**config.mk**
```make
export PLATFORM = sky130hd
export DESIGN_NAME = spi_master_cfg
export DESIGN_NICKNAME = d
export VERILOG_FILES = /design/src/rtl/spi_master_cfg.sv
export SDC_FILE = /design/constraint.sdc
export NUM_CORES = 1
export LEC_CHECK = 0
export CORE_MARGIN = 3
export CORE_UTILIZATION = 40
export DETAILED_ROUTE_END_ITERATION = 10
export HOLD_SLACK_MARGIN = 0.08
export MAX_ROUTING_LAYER = met4
export PLACE_DENSITY = 0.57
export SYNTH_ARGS = -nofsm -noshare
export SYNTH_HDL_FRONTEND = slang
export SYNTH_SLANG_ARGS = --single-unit
```
**constraint.sdc**
```tcl
create_clock -name clk -period 2.5 [get_ports clk]
set_input_delay 0.375 -clock clk [delete_from_list [all_inputs] [get_ports clk]]
set_output_delay 0.375 -clock clk [all_outputs]
set_load 0.05 [all_outputs]
```
**src/rtl/spi_master_cfg.sv**
```systemverilog
//------------------------------------------------------------------------------
// spi_master_cfg
//
// Parametrised SPI master. Each accepted send pulse moves one DATA_W-bit word
// out on MOSI while the same number of bits is collected from MISO. SPI mode
// (cpol/cpha), bit order and target slave select are chosen per transfer and
// latched when the request is accepted, so those inputs may change freely
// while a transfer is running.
//
// Transfer sequence (one state per phase):
//   IDLE  -> SETUP (HALF_DIV cycles, SS low, first bit on MOSI for cpha=0)
//         -> SHIFT (2*DATA_W SCLK edges, one every HALF_DIV cycles, followed
//                   by one final half-period at the idle level)
//         -> HOLD  (HALF_DIV cycles, SCLK idle, SS still low)
//         -> DONE  (1 cycle, SS released, done pulse, new data_out)
//         -> IDLE
// A request accepted in cycle 0 produces done in cycle
// (2*DATA_W+2)*HALF_DIV+1.
//
// Parameters
//   DATA_W    bits per transfer (>= 2)
//   HALF_DIV  clk cycles per SCLK half-period (>= 2)
//   NSS       number of active-low slave selects (1..8)
//
// Ports
//   clk        system clock, rising edge
//   nrst       asynchronous active-low reset; aborts any transfer
//   send       start request, only looked at in IDLE
//   data_in    TX word, latched on accept
//   cpol       SCLK idle level, latched on accept
//   cpha       0: sample on leading edge, 1: sample on trailing edge
//   lsb_first  0: MSB first, 1: LSB first (both directions)
//   ss_sel     slave index; a request with ss_sel >= NSS is dropped
//   data_out   last received word, updated in the DONE cycle
//   done       one-cycle completion pulse
//   busy       high from the cycle after accept through the DONE cycle
//   MISO       serial data from the slave
//   MOSI       serial data to the slave
//   SCLK       serial clock
//   SS         active-low slave selects, at most one low at a time
//------------------------------------------------------------------------------
module spi_master_cfg #(
   parameter int  DATA_W   = 16,
   parameter int  HALF_DIV = 8,
   parameter int  NSS      = 1,
   localparam int SEL_W    = (NSS > 1) ? $clog2(NSS) : 1
) (
   input  logic              clk,
   input  logic              nrst,
   input  logic              send,
   input  logic [DATA_W-1:0] data_in,
   input  logic              cpol,
   input  logic              cpha,
   input  logic              lsb_first,
   input  logic [SEL_W-1:0]  ss_sel,
   output logic [DATA_W-1:0] data_out,
   output logic              done,
   output logic              busy,
   input  logic              MISO,
   output logic              MOSI,
   output logic              SCLK,
   output logic [NSS-1:0]    SS
);

   localparam int DIV_W  = (HALF_DIV > 1) ? $clog2(HALF_DIV) : 1;
   localparam int EDGE_W = $clog2(2 * DATA_W + 1);

   localparam logic [DIV_W-1:0]  DIV_LAST        = DIV_W'(HALF_DIV - 1);
   localparam logic [EDGE_W-1:0] EDGE_TOTAL      = EDGE_W'(2 * DATA_W);
   localparam logic [EDGE_W-1:0] EDGE_PENULTIMATE = EDGE_W'(2 * DATA_W - 1);

   typedef enum logic [2:0] {
      ST_IDLE,
      ST_SETUP,
      ST_SHIFT,
      ST_HOLD,
      ST_DONE
   } state_t;

   state_t state_q, state_d;

   // Latched transfer configuration
   logic              cpol_q;
   logic              cpha_q;
   logic              lsb_q;
   logic [SEL_W-1:0]  sel_q;

   // Timing and shift datapath
   logic [DIV_W-1:0]  div_q;
   logic [EDGE_W-1:0] edge_q;    // SCLK edges generated so far in this transfer
   logic [DATA_W-1:0] tx_q;      // bits still to be driven, next one at the head
   logic [DATA_W-1:0] rx_q;
   logic [DATA_W-1:0] dout_q;
   logic              sclk_q;
   logic              mosi_q;

   // Decode
   logic accept;
   logic half_end;
   logic last_edge;
   logic leading;                // the next SCLK edge leaves the idle level
   logic sample_now;
   logic drive_now;

   //---------------------------------------------------------------------------
   // Bit-order helpers: the head of a word is the bit that goes out next.
   //---------------------------------------------------------------------------
   function automatic logic head_bit(input logic [DATA_W-1:0] w, input logic lsb);
      return lsb ? w[0] : w[DATA_W-1];
   endfunction

   function automatic logic [DATA_W-1:0] drop_head(input logic [DATA_W-1:0] w,
                                                   input logic lsb);
      return lsb ? (w >> 1) : (w << 1);
   endfunction

   // New bits enter at the far end so the first bit received ends up at the
   // position it was sent from (bit DATA_W-1 for MSB first, bit 0 for LSB first).
   function automatic logic [DATA_W-1:0] push_bit(input logic [DATA_W-1:0] w,
                                                  input logic lsb, input logic b);
      return lsb ? {b, w[DATA_W-1:1]} : {w[DATA_W-2:0], b};
   endfunction

   assign accept    = send && (int'(ss_sel) < NSS);
   assign half_end  = (div_q == DIV_LAST);
   assign last_edge = (edge_q == EDGE_TOTAL);
   assign leading   = ~edge_q[0];

   // cpha=0: sample on leading edges, drive on trailing edges except the last.
   // cpha=1: drive on leading edges, sample on trailing edges.
   assign sample_now = cpha_q ? ~leading : leading;
   assign drive_now  = cpha_q ? leading  : (~leading && (edge_q != EDGE_PENULTIMATE));

   //---------------------------------------------------------------------------
   // FSM: state register
   //---------------------------------------------------------------------------
   // NOTE: clocked state uses non-blocking assignments so every flop samples
   // the values from before the edge, independent of statement order.
   always_ff @(posedge clk or negedge nrst) begin
      if (!nrst) begin
         state_q <= ST_IDLE;
      end else begin
         state_q <= state_d;
      end
   end

   //---------------------------------------------------------------------------
   // FSM: next-state logic
   //---------------------------------------------------------------------------
   // NOTE: the default assignment at the top gives state_d a value on every
   // path, so no latch is inferred when a branch leaves it untouched.
   always_comb begin
      state_d = state_q;
      unique case (state_q)
         ST_IDLE:  if (accept)                state_d = ST_SETUP;
         ST_SETUP: if (half_end)              state_d = ST_SHIFT;
         ST_SHIFT: if (half_end && last_edge) state_d = ST_HOLD;
         ST_HOLD:  if (half_end)              state_d = ST_DONE;
         ST_DONE:                             state_d = ST_IDLE;
         default:                             state_d = ST_IDLE;
      endcase
   end

   //---------------------------------------------------------------------------
   // FSM: outputs decoded from state
   //---------------------------------------------------------------------------
   always_comb begin
      done = 1'b0;
      busy = 1'b1;
      SS   = '1;
      unique case (state_q)
         ST_IDLE: busy = 1'b0;
         ST_DONE: done = 1'b1;
         default: begin
            for (int i = 0; i < NSS; i++) begin
               if (sel_q == SEL_W'(i)) SS[i] = 1'b0;
            end
         end
      endcase
   end

   assign SCLK     = sclk_q;
   assign MOSI     = mosi_q;
   assign data_out = dout_q;

   //---------------------------------------------------------------------------
   // Datapath: divider, edge counter, shift registers, SCLK and MOSI.
   //---------------------------------------------------------------------------
   // NOTE: the shift registers are ordinary flops, not a memory array, so they
   // take the asynchronous reset like everything else; a reset mid-transfer
   // discards any partially received word.
   always_ff @(posedge clk or negedge nrst) begin
      if (!nrst) begin
         cpol_q <= 1'b0;
         cpha_q <= 1'b0;
         lsb_q  <= 1'b0;
         sel_q  <= '0;
         div_q  <= '0;
         edge_q <= '0;
         tx_q   <= '0;
         rx_q   <= '0;
         dout_q <= '0;
         sclk_q <= 1'b0;
         mosi_q <= 1'b0;
      end else begin
         unique case (state_q)
            ST_IDLE: begin
               // SCLK follows the requested idle level so it is already
               // correct when SS drops.
               sclk_q <= cpol;
               div_q  <= '0;
               edge_q <= '0;
               if (accept) begin
                  cpol_q <= cpol;
                  cpha_q <= cpha;
                  lsb_q  <= lsb_first;
                  sel_q  <= ss_sel;
                  rx_q   <= '0;
                  if (!cpha) begin
                     // cpha=0 presents the first bit before the first edge.
                     mosi_q <= head_bit(data_in, lsb_first);
                     tx_q   <= drop_head(data_in, lsb_first);
                  end else begin
                     mosi_q <= 1'b0;
                     tx_q   <= data_in;
                  end
               end
            end

            ST_SETUP, ST_SHIFT: begin
               if (half_end) begin
                  div_q <= '0;
                  // After the final edge SHIFT runs one more half-period with
                  // SCLK parked, then hands over to HOLD.
                  if (!last_edge) begin
                     sclk_q <= ~sclk_q;
                     edge_q <= edge_q + EDGE_W'(1);
                     if (sample_now) rx_q <= push_bit(rx_q, lsb_q, MISO);
                     if (drive_now) begin
                        mosi_q <= head_bit(tx_q, lsb_q);
                        tx_q   <= drop_head(tx_q, lsb_q);
                     end
                  end
               end else begin
                  div_q <= div_q + DIV_W'(1);
               end
            end

            ST_HOLD: begin
               sclk_q <= cpol_q;
               if (half_end) begin
                  div_q  <= '0;
                  dout_q <= rx_q;
                  mosi_q <= 1'b0;
               end else begin
                  div_q <= div_q + DIV_W'(1);
               end
            end

            ST_DONE: begin
               div_q <= '0;
            end

            default: begin
               div_q <= '0;
            end
         endcase
      end
   end

endmodule

```
==> results.txt <==
Status - finished clean
Worst endpoint data arrival time - 2.58 ns
Input/output buffers - 44
WP data required - 2.77 ns
Setup TNS - 0 ns
Pwr Density - 927 nW/um2
VDD IR max - 313 uV
Synth warnings - 0
Starting DRT DRC Count - 89
Post_cts resized - 0
Fin. Hold Viols - 0
Fraction of registers with async set/reset - 100%
Layout filler cell count - 808
Post-synthesis cell count - 365
Slew at the pin with the worst max-slew slack - 0.971 ns
Mux cell area share after synthesis - 13.9%
Synth Cell Area - 3650 um2
GRT overflow - 0
Routed vias - 2,734
Number of global-route vias before repair - 2,818
RSZ-0062 raised after global routing - false
Post-Syn Area per Cell - 10.0 um2
First-pass GRT wire length - 13.5 mm
Root Driver - clkbuf_8
WL final - 7.84 mm
Total of max-cap violations - 0
Yosys top cell area share - 45.2%
Share of post-route cells with drive strength above 1 - 14.4%
Worst relative slew slack - 35.3%
Final Instance Area - 4420 um2
Main combinational cell family by area after synthesis - simple AND/OR/NAND/NOR gates
Count leader, synth - nand2_1
Post-DP HPWL - 5.36 mm
H-tree levels - 3
Placed Area - 4220 um2
#FFs+latches synth - 66
Clock skew - 0.00991 ns
CTS tree - done
Adder and majority cell fraction of the synthesized area - 1.37%
Cell taking the most area after synthesis - dfrtp_1
GRT Util Overall - 16.7%
Slew Viols, Final - 0
Site Rows - 34
Sequential area share after synthesis - 45.2%
Synth Area in Simple Gates - 17.1%
Initial antenna violation count - 0
RePlAce Congestion - 0.730
Die area - 10,300 um2
Crit path kind - flip-flop to flip-flop
Post-CTS setup buffers - 0
Post-route DRC violation count - 0
ANT nets after route - 0
LEAKAGE - 0.00194 uW
Core area - 8810 um2
Most used DFF post-synth - dfrtp_1
Unique cell type count in the Yosys netlist - 54
Max clock buf depth - 2
Clock sinks - 66
CP endpoint kind - flip-flop
Vert. Die Dim - 102 um
Largest cells by area after synthesis - dfrtp_1 (45%), mux2i_1 (12%), nand2_1 (8.9%), o311a_1 (4.1%), o2bb2ai_1 (3.8%)
EDFF count, synth - 0
Worst Path Max Fanout - 16
Synth cell count leaders - nand2_1 (87), dfrtp_1 (66), mux2i_1 (45), o2bb2ai_1 (16), o311a_1 (15)
Final-stage net count - 439
# diodes - 0
DR vias/cell - 5.22
CP startpoint kind - flip-flop
Initial Utilization - 41.5%
Fmax - 434 MHz
Hold Crit Class - flip-flop to flip-flop
WL/cell - 15.0 um
Final period util - 92.2%
Die W - 102 um
Setup Viol. Count Final - 0
CTS hold repair buffers - 1
Post-route minimum period - 2.31 ns
Compound-cell area share of the yosys netlist - 16.1%
Top Ports - 45
Syn nets - 393
Xor/xnor share of the synthesized area - 1.88%
Clock latency on the worst-skew pair - 0.34 ns
Total CTS buffers - 9
Total Power - 4100 uW
TritonRoute pass-1 iters - 4
Clock-pin slew on the worst setup and hold paths - 0.07 ns
Largest net degree at the start of global routing - 67
Layout area overhead - 21.0%
[through the flow]
step	std cells	hold slack (ns)	setup WS, ns	util [%]
finish	524	0.442	0.194	50.2
CTS	524	0.453	0.178	50.2
global route	524	0.464	0.0156	50.2
global placement	507	0.424	0.230	47.9
floorplan	365	0.0794	0.448	-
detailed placement	507	0.430	0.184	47.9
[cell usage in the layout (no fill, tap or decap), types with 3 or more instances in the layout]
cell type         n
a21oi_1           4
buf_4            14
clkbuf_8         11
clkdlybuf4s50_1  41
dfrtp_1          66
ha_1              4
inv_1             8
mux2_1            3
mux2i_1          45
nand2_1          87
nand2_2          11
nand3_1           3
nor2_1            9
nor2b_1           4
o21ai_0          14
o21ai_1           4
o2bb2ai_1        16
o311a_1          15
xor2_1            5
[flip-flops by register name, indices dropped and copies added (netlist names), 3 cells and up]
signal / flops
data_out: 16
rx_q: 16
tx_q: 16
edge_q: 6
div_q: 3
state_q: 3
[final timing paths]
check / from / cells after the start / end / slack, ns
setup / recovery: edge_q[0]$_DFFE_PN0P_ / 7 / tx_q[1]$_DFFE_PN0P_ / 0.19
hold / removal: div_q[0]$_DFF_PN0_ / 1 / div_q[0]$_DFF_PN0_ / 0.44
hold reg to reg: div_q[0]$_DFF_PN0_ / 1 / div_q[0]$_DFF_PN0_ / 0.44
setup reg to reg: edge_q[0]$_DFFE_PN0P_ / 7 / tx_q[1]$_DFFE_PN0P_ / 0.19
max in group asynchronous: nrst / 3 / tx_q[15]$_DFFE_PN0P_ / 1.62
min in group asynchronous: nrst / 3 / cpol_q$_DFFE_PN0P_ / 0.58
[metal layers]
metal	up-vias	track usage, %	routed length [um]
met5	-	-	0
met4	0	4.91	55
met3	7	3.79	365
met2	45	25.8	3520
met1	1306	22.1	3900
li1	1376	-	-
[power by group]
group          internal [uW]  leakage (uW)  total, uW  switching (uW)
clock                    417     0.0000919        834             417
sequential              1320      0.000849       1550             232
combinational            753      0.000999       1710             960
[layout make-up]
type                            count  area, um2  share of cell area (%)
Tap cell                          108        135                    3.06
Clock buffer                       11        151                    3.42
Sequential cell                    66       1650                    37.4
Clock inverter                      5       37.5                   0.849
Multi-Input combinational cell    265       1840                    41.6
Inverter                           10       37.5                   0.849
Timing Repair Buffer               59        571                    12.9
[worst max-delay path, cell delays in order, from the launching register on]
cell and delay, ns:
dfrtp_1 0.49, inv_1 0.07, ha_1 0.19, or4b_4 0.21
or2_1 0.13, nand2_2 0.07, a2111oi_4 0.83, o311a_1 0.24
[logic make-up (layout without fill, tap and decap cells)]
kind of cell / after synthesis / after routing
AND/OR/NAND/NOR: 135 / 135
AO/OA/AOI/OAI: 69 / 69
flip-flops: 66 / 66
multiplexers: 50 / 50
buffers and inverters: 34 / 85
XOR/XNOR: 7 / 7
adder cells (fa/ha/maj): 4 / 4
Power figures use the tool's default switching activity.
